**src/rtl/troco_dispenser_pkg.sv**
```systemverilog
// Shared definitions for the change dispenser: state encoding, default
// coin-count width and the timer sizing helper.
package troco_dispenser_pkg;

  // Same width as the vending FSM troco[3:0] bus
  localparam int TROCO_W_DEFAULT = 4;

  typedef enum logic [2:0] {
    ST_IDLE     = 3'd0,
    ST_EJECT    = 3'd1,
    ST_WAIT_ACK = 3'd2,
    ST_DONE     = 3'd3,
    ST_JAM      = 3'd4
  } state_t;

  // The timer is loaded with (cycles - 1), so clog2 of the larger interval is enough
  function automatic int timer_width(input int pulse_cycles, input int timeout);
    int m;
    m = (pulse_cycles > timeout) ? pulse_cycles : timeout;
    return (m < 2) ? 1 : $clog2(m);
  endfunction

endpackage

```
**src/rtl/troco_dispenser_timer.sv**
```systemverilog
// Loadable down-counter with a zero flag; shared between the solenoid pulse
// width and the drop-sensor timeout.
module troco_dispenser_timer #(
  parameter int W_T = 3
) (
  input  logic           clk,
  input  logic           rst,
  input  logic           load,
  input  logic [W_T-1:0] load_val,
  input  logic           dec,
  output logic           zero
);

  logic [W_T-1:0] cnt;

  // Load has priority; decrement saturates at zero
  always_ff @(posedge clk) begin
    if (rst) begin
      cnt <= '0;
    end else if (load) begin
      cnt <= load_val;
    end else if (dec && (cnt != '0)) begin
      cnt <= cnt - W_T'(1);
    end
  end

  assign zero = (cnt == '0);

endmodule

```
**src/rtl/troco_dispenser.sv**
```systemverilog
// Change dispenser: latches the coin count on devolve, fires the ejector once
// per coin, waits for the drop sensor and flags a sticky jam on timeout.
module troco_dispenser
  import troco_dispenser_pkg::*;
#(
  parameter int W            = TROCO_W_DEFAULT,
  parameter int PULSE_CYCLES = 2,
  parameter int TIMEOUT      = 8
) (
  input  logic         clk,
  input  logic         rst,
  input  logic         devolve,
  input  logic [W-1:0] troco,
  input  logic         coin_ack,
  output logic         coin_out,
  output logic [W-1:0] pendente,
  output logic         busy,
  output logic         done,
  output logic         erro
);

  localparam int             W_T          = timer_width(PULSE_CYCLES, TIMEOUT);
  localparam logic [W_T-1:0] PULSE_LOAD   = W_T'(PULSE_CYCLES - 1);
  localparam logic [W_T-1:0] TIMEOUT_LOAD = W_T'(TIMEOUT - 1);
  localparam logic [W-1:0]   ONE          = W'(1);

  state_t         state;
  logic           tmr_load;
  logic [W_T-1:0] tmr_val;
  logic           tmr_dec;
  logic           tmr_zero;

  troco_dispenser_timer #(
    .W_T (W_T)
  ) u_timer (
    .clk      (clk),
    .rst      (rst),
    .load     (tmr_load),
    .load_val (tmr_val),
    .dec      (tmr_dec),
    .zero     (tmr_zero)
  );

  // Timer control: reload on every entry to EJECT or WAIT_ACK, otherwise count down
  always_comb begin
    tmr_load = 1'b0;
    tmr_val  = PULSE_LOAD;
    tmr_dec  = 1'b0;
    case (state)
      ST_IDLE: begin
        tmr_load = devolve && (troco != '0);
      end
      ST_EJECT: begin
        if (tmr_zero) begin
          tmr_load = 1'b1;
          tmr_val  = TIMEOUT_LOAD;
        end else begin
          tmr_dec = 1'b1;
        end
      end
      ST_WAIT_ACK: begin
        if (coin_ack) begin
          tmr_load = (pendente > ONE);
        end else begin
          tmr_dec = 1'b1;
        end
      end
      default: ;
    endcase
  end

  // Payout FSM with registered outputs and the pendente register
  always_ff @(posedge clk) begin
    if (rst) begin
      state    <= ST_IDLE;
      pendente <= '0;
      coin_out <= 1'b0;
      busy     <= 1'b0;
      done     <= 1'b0;
      erro     <= 1'b0;
    end else begin
      done <= 1'b0;
      case (state)
        ST_IDLE: begin
          if (devolve) begin
            pendente <= troco;
            busy     <= 1'b1;
            if (troco != '0) begin
              state    <= ST_EJECT;
              coin_out <= 1'b1;
            end else begin
              state <= ST_DONE;
              done  <= 1'b1;
            end
          end
        end
        ST_EJECT: begin
          if (tmr_zero) begin
            state    <= ST_WAIT_ACK;
            coin_out <= 1'b0;
          end
        end
        ST_WAIT_ACK: begin
          // An ack arriving on the last timeout cycle still counts
          if (coin_ack) begin
            if (pendente != '0) begin
              pendente <= pendente - ONE;
            end
            if (pendente <= ONE) begin
              state <= ST_DONE;
              done  <= 1'b1;
            end else begin
              state    <= ST_EJECT;
              coin_out <= 1'b1;
            end
          end else if (tmr_zero) begin
            state <= ST_JAM;
            busy  <= 1'b0;
            erro  <= 1'b1;
          end
        end
        ST_DONE: begin
          state    <= ST_IDLE;
          pendente <= '0;
          busy     <= 1'b0;
        end
        ST_JAM: begin
          // Unpaid count stays visible; only rst leaves this state
          state    <= ST_JAM;
          coin_out <= 1'b0;
          erro     <= 1'b1;
        end
        default: begin
          state    <= ST_IDLE;
          coin_out <= 1'b0;
          busy     <= 1'b0;
        end
      endcase
    end
  end

endmodule

```
**config.mk**
```make
export PLATFORM = sky130hd
export DESIGN_NAME = troco_dispenser
export DESIGN_NICKNAME = d
export VERILOG_FILES = /design/src/rtl/troco_dispenser_pkg.sv /design/src/rtl/troco_dispenser_timer.sv /design/src/rtl/troco_dispenser.sv
export SDC_FILE = /design/constraint.sdc
export NUM_CORES = 1
export LEC_CHECK = 0
export CAP_MARGIN = 0
export CORE_ASPECT_RATIO = 0.75
export CORE_MARGIN = 1.5
export CORE_UTILIZATION = 54
export CTS_BUF_LIST = sky130_fd_sc_hd__clkbuf_8
export CTS_CLUSTER_DIAMETER = 80
export DETAILED_ROUTE_END_ITERATION = 10
export GPL_TIMING_DRIVEN = 1
export PLACE_DENSITY = 0.81
export SLEW_MARGIN = 20
export SYNTH_ARGS = -nofsm -noshare
export SYNTH_HDL_FRONTEND = slang
export SYNTH_SLANG_ARGS = --single-unit
```
**constraint.sdc**
```tcl
create_clock -name clk -period 1.85 [get_ports clk]
set_input_delay 0.37 -clock clk [delete_from_list [all_inputs] [get_ports clk]]
set_output_delay 0.37 -clock clk [all_outputs]
set_load 0.02 [all_outputs]
```
Word level (Yosys, flattened, before mapping)
Cells that the tools add are included.
{ "word_totals": {"out_inout_bits": 8, "inputBits": 8, "regBits": 14, "word_cells": 80} }
{ "op_classes": {"reduce_logical": 16, "bitwise": 2, "n_eq_ne": 13, "muxes": 38, "n_addsub": 2, "magnitude_cmp": 2} }
{ "ops": {"columns": ["operator", "n"], "rows": [
  ["3-bit 2-to-1 mux", 8],
  ["1-bit 2-to-1 mux", 17],
  ["2-bit != test (second input constant)", 8],
  ["4-bit 2-to-1 mux", 3],
  ["3-bit case mux with 4 select lines", 1],
  ["4-bit case mux with 3 select lines", 1],
  ["4-bit AND reduction", 2],
  ["4-bit nonzero test", 2],
  ["3-bit by 2-bit == test with 1-bit output (second input constant)", 2],
  ["3-bit logical NOT", 2],
  ["1-bit case mux with 2 select lines", 3],
  ["1-bit case mux with 3 select lines", 2],
  ["3-bit AND reduction", 2],
  ["6-bit AND reduction", 1],
  ["3-bit nonzero test", 2],
  ["4-bit by 1-bit > comparator with 1-bit output (second input constant)", 1],
  ["4-bit by 1-bit less-or-equal comparator with 1-bit output (second input constant)", 1],
  ["2-bit 2-to-1 mux", 2],
  ["1-bit case mux with 4 select lines", 1],
  ["2-bit nonzero test", 2],
  ["4-bit by 1-bit subtractor with 4-bit output (second input constant)", 1],
  ["3-bit by 1-bit == test with 1-bit output (second input constant)", 1],
  ["3-bit == test (second input constant)", 1],
  ["3-bit != test (second input constant)", 1],
  ["other kinds (4)", 6]
]} }

Depth between registers and ports, before layout
{ "logic_depth": {"ltp_word": 6, "ltp_mapped": 6, "ltp_nobuf": 6} }

Cells and area by module
From an unflattened synthesis, not the netlist that was laid out.
{ "unflattened": {"cells_unflattened": 112, "hier_area_um2": 898.4} }
{ "modules_own_cells": {"columns": ["module", "cells_each", "n_inst", "seq_area_each_um2", "area_per_inst_um2"], "rows": [
  ["troco_dispenser", 91, 1, 220.2, 715.7],
  ["troco_dispenser_timer", 21, 1, 60.1, 182.7]
]} }

Worst setup path before layout
Ideal clock, no wire load.
{ "synth_timing": {"path_type": "register to register", "from": "register pendente[0]", "to": "register pendente[0]", "setup_slack_ns": 0.128, "path_stages_with_launch": 7, "setup_ns": 0.134, "n_path_buf": 0, "t_arrival_ns": 1.587, "cell_sequence": "dfxtp_1 inv_1 ha_1 nor3b_1 o311ai_4 o311a_1 a211oi_2"} }
{ "synth_via": {"elab_chain_cells": 4, "word_cells_on_any_way": 7, "classes_between": "add/sub (1); eq/ne (1); mux (3); reduce/logical (2)"} }
{ "synth_lines": {"columns": ["item", "line", "source"], "rows": [
  ["start: declaration", "troco_dispenser.sv:16", "output logic [W-1:0] pendente,"],
  ["start signal: assignment", "troco_dispenser.sv:86", "pendente <= troco;"],
  ["start signal: assignment", "troco_dispenser.sv:107", "pendente <= pendente - ONE;"],
  ["4-bit by 1-bit subtractor with 4-bit output", "troco_dispenser.sv:107", null],
  ["4-bit 2-to-1 mux", "troco_dispenser.sv:106", "if (pendente != '0) begin"],
  ["4-bit 2-to-1 mux", "troco_dispenser.sv:105", "if (coin_ack) begin"],
  ["4-bit case mux with 3 select lines", "troco_dispenser.sv:83", "case (state)"]
]} }
Several ways; a longest one is shown, not always the timed one. The select of a mux whose other input is x is not followed.
A chain may end at the register's enable or synchronous reset.

Worst setup path in the final report
{ "layout_timing": {"from": "register pendente[0]", "to": "register pendente[3]"} }
Same word-level chain as after synthesis.

==> flow_summary.ini <==
[run_status]
run_status = complete, no violations

[placement]
placedCellCount = 154
place_ws_ps = -70.30
place_congestion = 0.8259
hpwl_mm = 1.929
numPortBuffers = 15

[sta]
finalCritPeriodShare = 0.9387
worst_pin_slew_ps = 439.1
final_hold_viol_count = 0
finalWorstSetupSlack_ps = 113.4
max_slew_margin = 0.7063
finalCriticalPeriod_ps = 1737
grt_setup_unrepaired = no
setup-violations-final = 0
timing.setup.tns_ps = 0
slew_violations = 0
fmax_mhz = 575.8
finalClockSkew_ps = 4.017

[clock_tree]
cts_max_path_buffers = 2
cts_buffers = 3
postCtsHoldBufs = 0
insertion_delay_ps = 250
cts_tree = done
cts_resized = 0
cts.sinks = 14
path_clk_slew_ps = 60
cts_setup_buffers = 0
clockRootBuffer = clkbuf_8
h-tree-depth = 1

[setup_path]
worstPathArrival_ps = 1870
worstRegToRegCells = 7
end_kind = flip-flop
required_ps = 1980
worst-setup-path-type = flip-flop to flip-flop
path_max_fanout = 5
startpoint_type = flip-flop

[power_and_ir_drop]
power_leakage_nw = 0.4755
ir_worst_vdd_uv = 839.2
p_per_area_nw_per_um2 = 1176

[finish]
ff_latch_area_um2 = 281.5
multiInputGateArea_um2 = 628.1
final_core_util = 0.7392
fillers = 140
layout-drive-gt1-share = 0.2059
areaGrowthSynthToFinish_pct = 30.03
fin_cells = 158
num_antenna_cells = 0
final_nets = 150

[global_routing]
gr-total-overflow = 0
antenna_found_initial = 0
grt_util_all_layers = 0.2861
grt_pass1_wl_mm = 4.077
grt_pass1_vias = 863
grt_max_degree = 13

[synthesis]
yosysSeqAreaShare = 0.2887
synthCells = 111
yosys_warnings = 0
synth-edff-count = 0
synth_top_area_frac = 0.2887
syn_nets = 124
syn_avg_cell_area_um2 = 8.747
yosys.cell_count.top_type = dfxtp_1
yosysTopAreaCell = dfxtp_1
yosys-top-cells-count = dfxtp_1, inv_1, nand2_1, o21ai_0, nor3_1
synth_area_leaders = dfxtp_1, ha_1, o21ai_0
ys.flop_type = dfxtp_1
netlist_area_um2 = 970.9
ys_ff_latch = 14
yosysUniqueCellTypes = 44
async_flop_share = 0

[floorplan]
die-width_um = 51.96
std_cell_rows = 13
pin_count = 16
coreArea_um2 = 1708
dieHeight_um = 39.72
die-area_um2 = 2064
initial_core_util = 0.5685

[hold_path]
min_path_type = flip-flop to flip-flop
hold_path_depth = 2

[routing]
post-route-drc-count = 0
vias = 986
wirelength_mm = 2.689
antenna_left = 0
viasPerCell = 6.241
first_pass_iters = 4
post_drt_wl_per_cell_um = 17.02
drtIter0Drc = 42

[run]
cap_viol_max_count = 0
==> power breakdown <==
part | total, mW | switching [mW] | internal (mW) | leakage (nW)
clock | 0.304 | 0.116 | 0.189 | 0.0288
sequential | 0.438 | 0.0728 | 0.365 | 0.115
combinational | 0.742 | 0.400 | 0.341 | 0.331
==> final timing paths <==
check | start | to | slack [ps]
setup / recovery | pendente[0] | pendente[3] | 110
hold / removal | erro | erro | 470
setup reg to reg | pendente[0] | pendente[3] | 110
hold reg to reg | erro | erro | 470
==> per-layer routing <==
metal / GRT usage / share of wire / vias up
li1: - / - / 468
met1: 0.3918 / 0.45 / 471
met2: 0.4146 / 0.45 / 41
met3: 0.07252 / 0.079 / 6
met4: 0.1382 / 0.019 / 0
met5: 0 / 0 / -
==> sequential cells by signal (all words and copies together), names as in the netlist <==
register and count:
pendente 4, state 3, busy 1, coin_out 1
done 1, u_timer.cnt 3, erro 1
==> layout by cell type, fill, tap and decap left out, types with 4 or more instances in the layout <==
master | netlist | final
nand2_1 | 8 | 8
clkbuf_8 | 0 | 4
o21ai_0 | 7 | 7
dfxtp_1 | 14 | 13
nor3_1 | 6 | 6
nor2_1 | 5 | 5
inv_1 | 8 | 7
clkdlybuf4s50_1 | 0 | 15
ha_1 | 5 | 5
buf_4 | 0 | 12
==> worst max-delay path, cell delays in order, from the launching register on <==
cell,delay (ps)
dfxtp_1,320
inv_1,80
ha_1,230
nor3b_1,140
buf_4,160
o311ai_4,380
a21oi_2,100
a31o_1,210
==> metrics by stage <==
step                      power [mW]  hold WS, ps  instance area [um^2]
final                          1.484        472.6                  1262
after global routing           1.579        519.1                  1262
after CTS                      1.472        479.0                  1261
after detailed placement       1.165        467.5                  1206
after global placement         1.127        441.7                  1206
after floorplan               0.9227        459.7                 970.9
==> cell type report <==
| cell class | instances | share of cell area |
|---|---|---|
| clock buffers | 4 | 0.04361 |
| repair buffers | 27 | 0.1903 |
| multi-input cells | 83 | 0.4975 |
| inverters | 8 | 0.02379 |
| flip-flops and latches | 14 | 0.2230 |
| well taps | 22 | 0.02180 |
==> kinds of logic after synthesis <==
family	synth area share
muxes	0.03350
buffers and inverters	0.06443
DFF	0.2887
AOI/OAI and AO/OA	0.3093
adders and majority gates	0.06443
and+or+nand+nor	0.2397
Note: power is estimated with default switching activity, not from simulation.
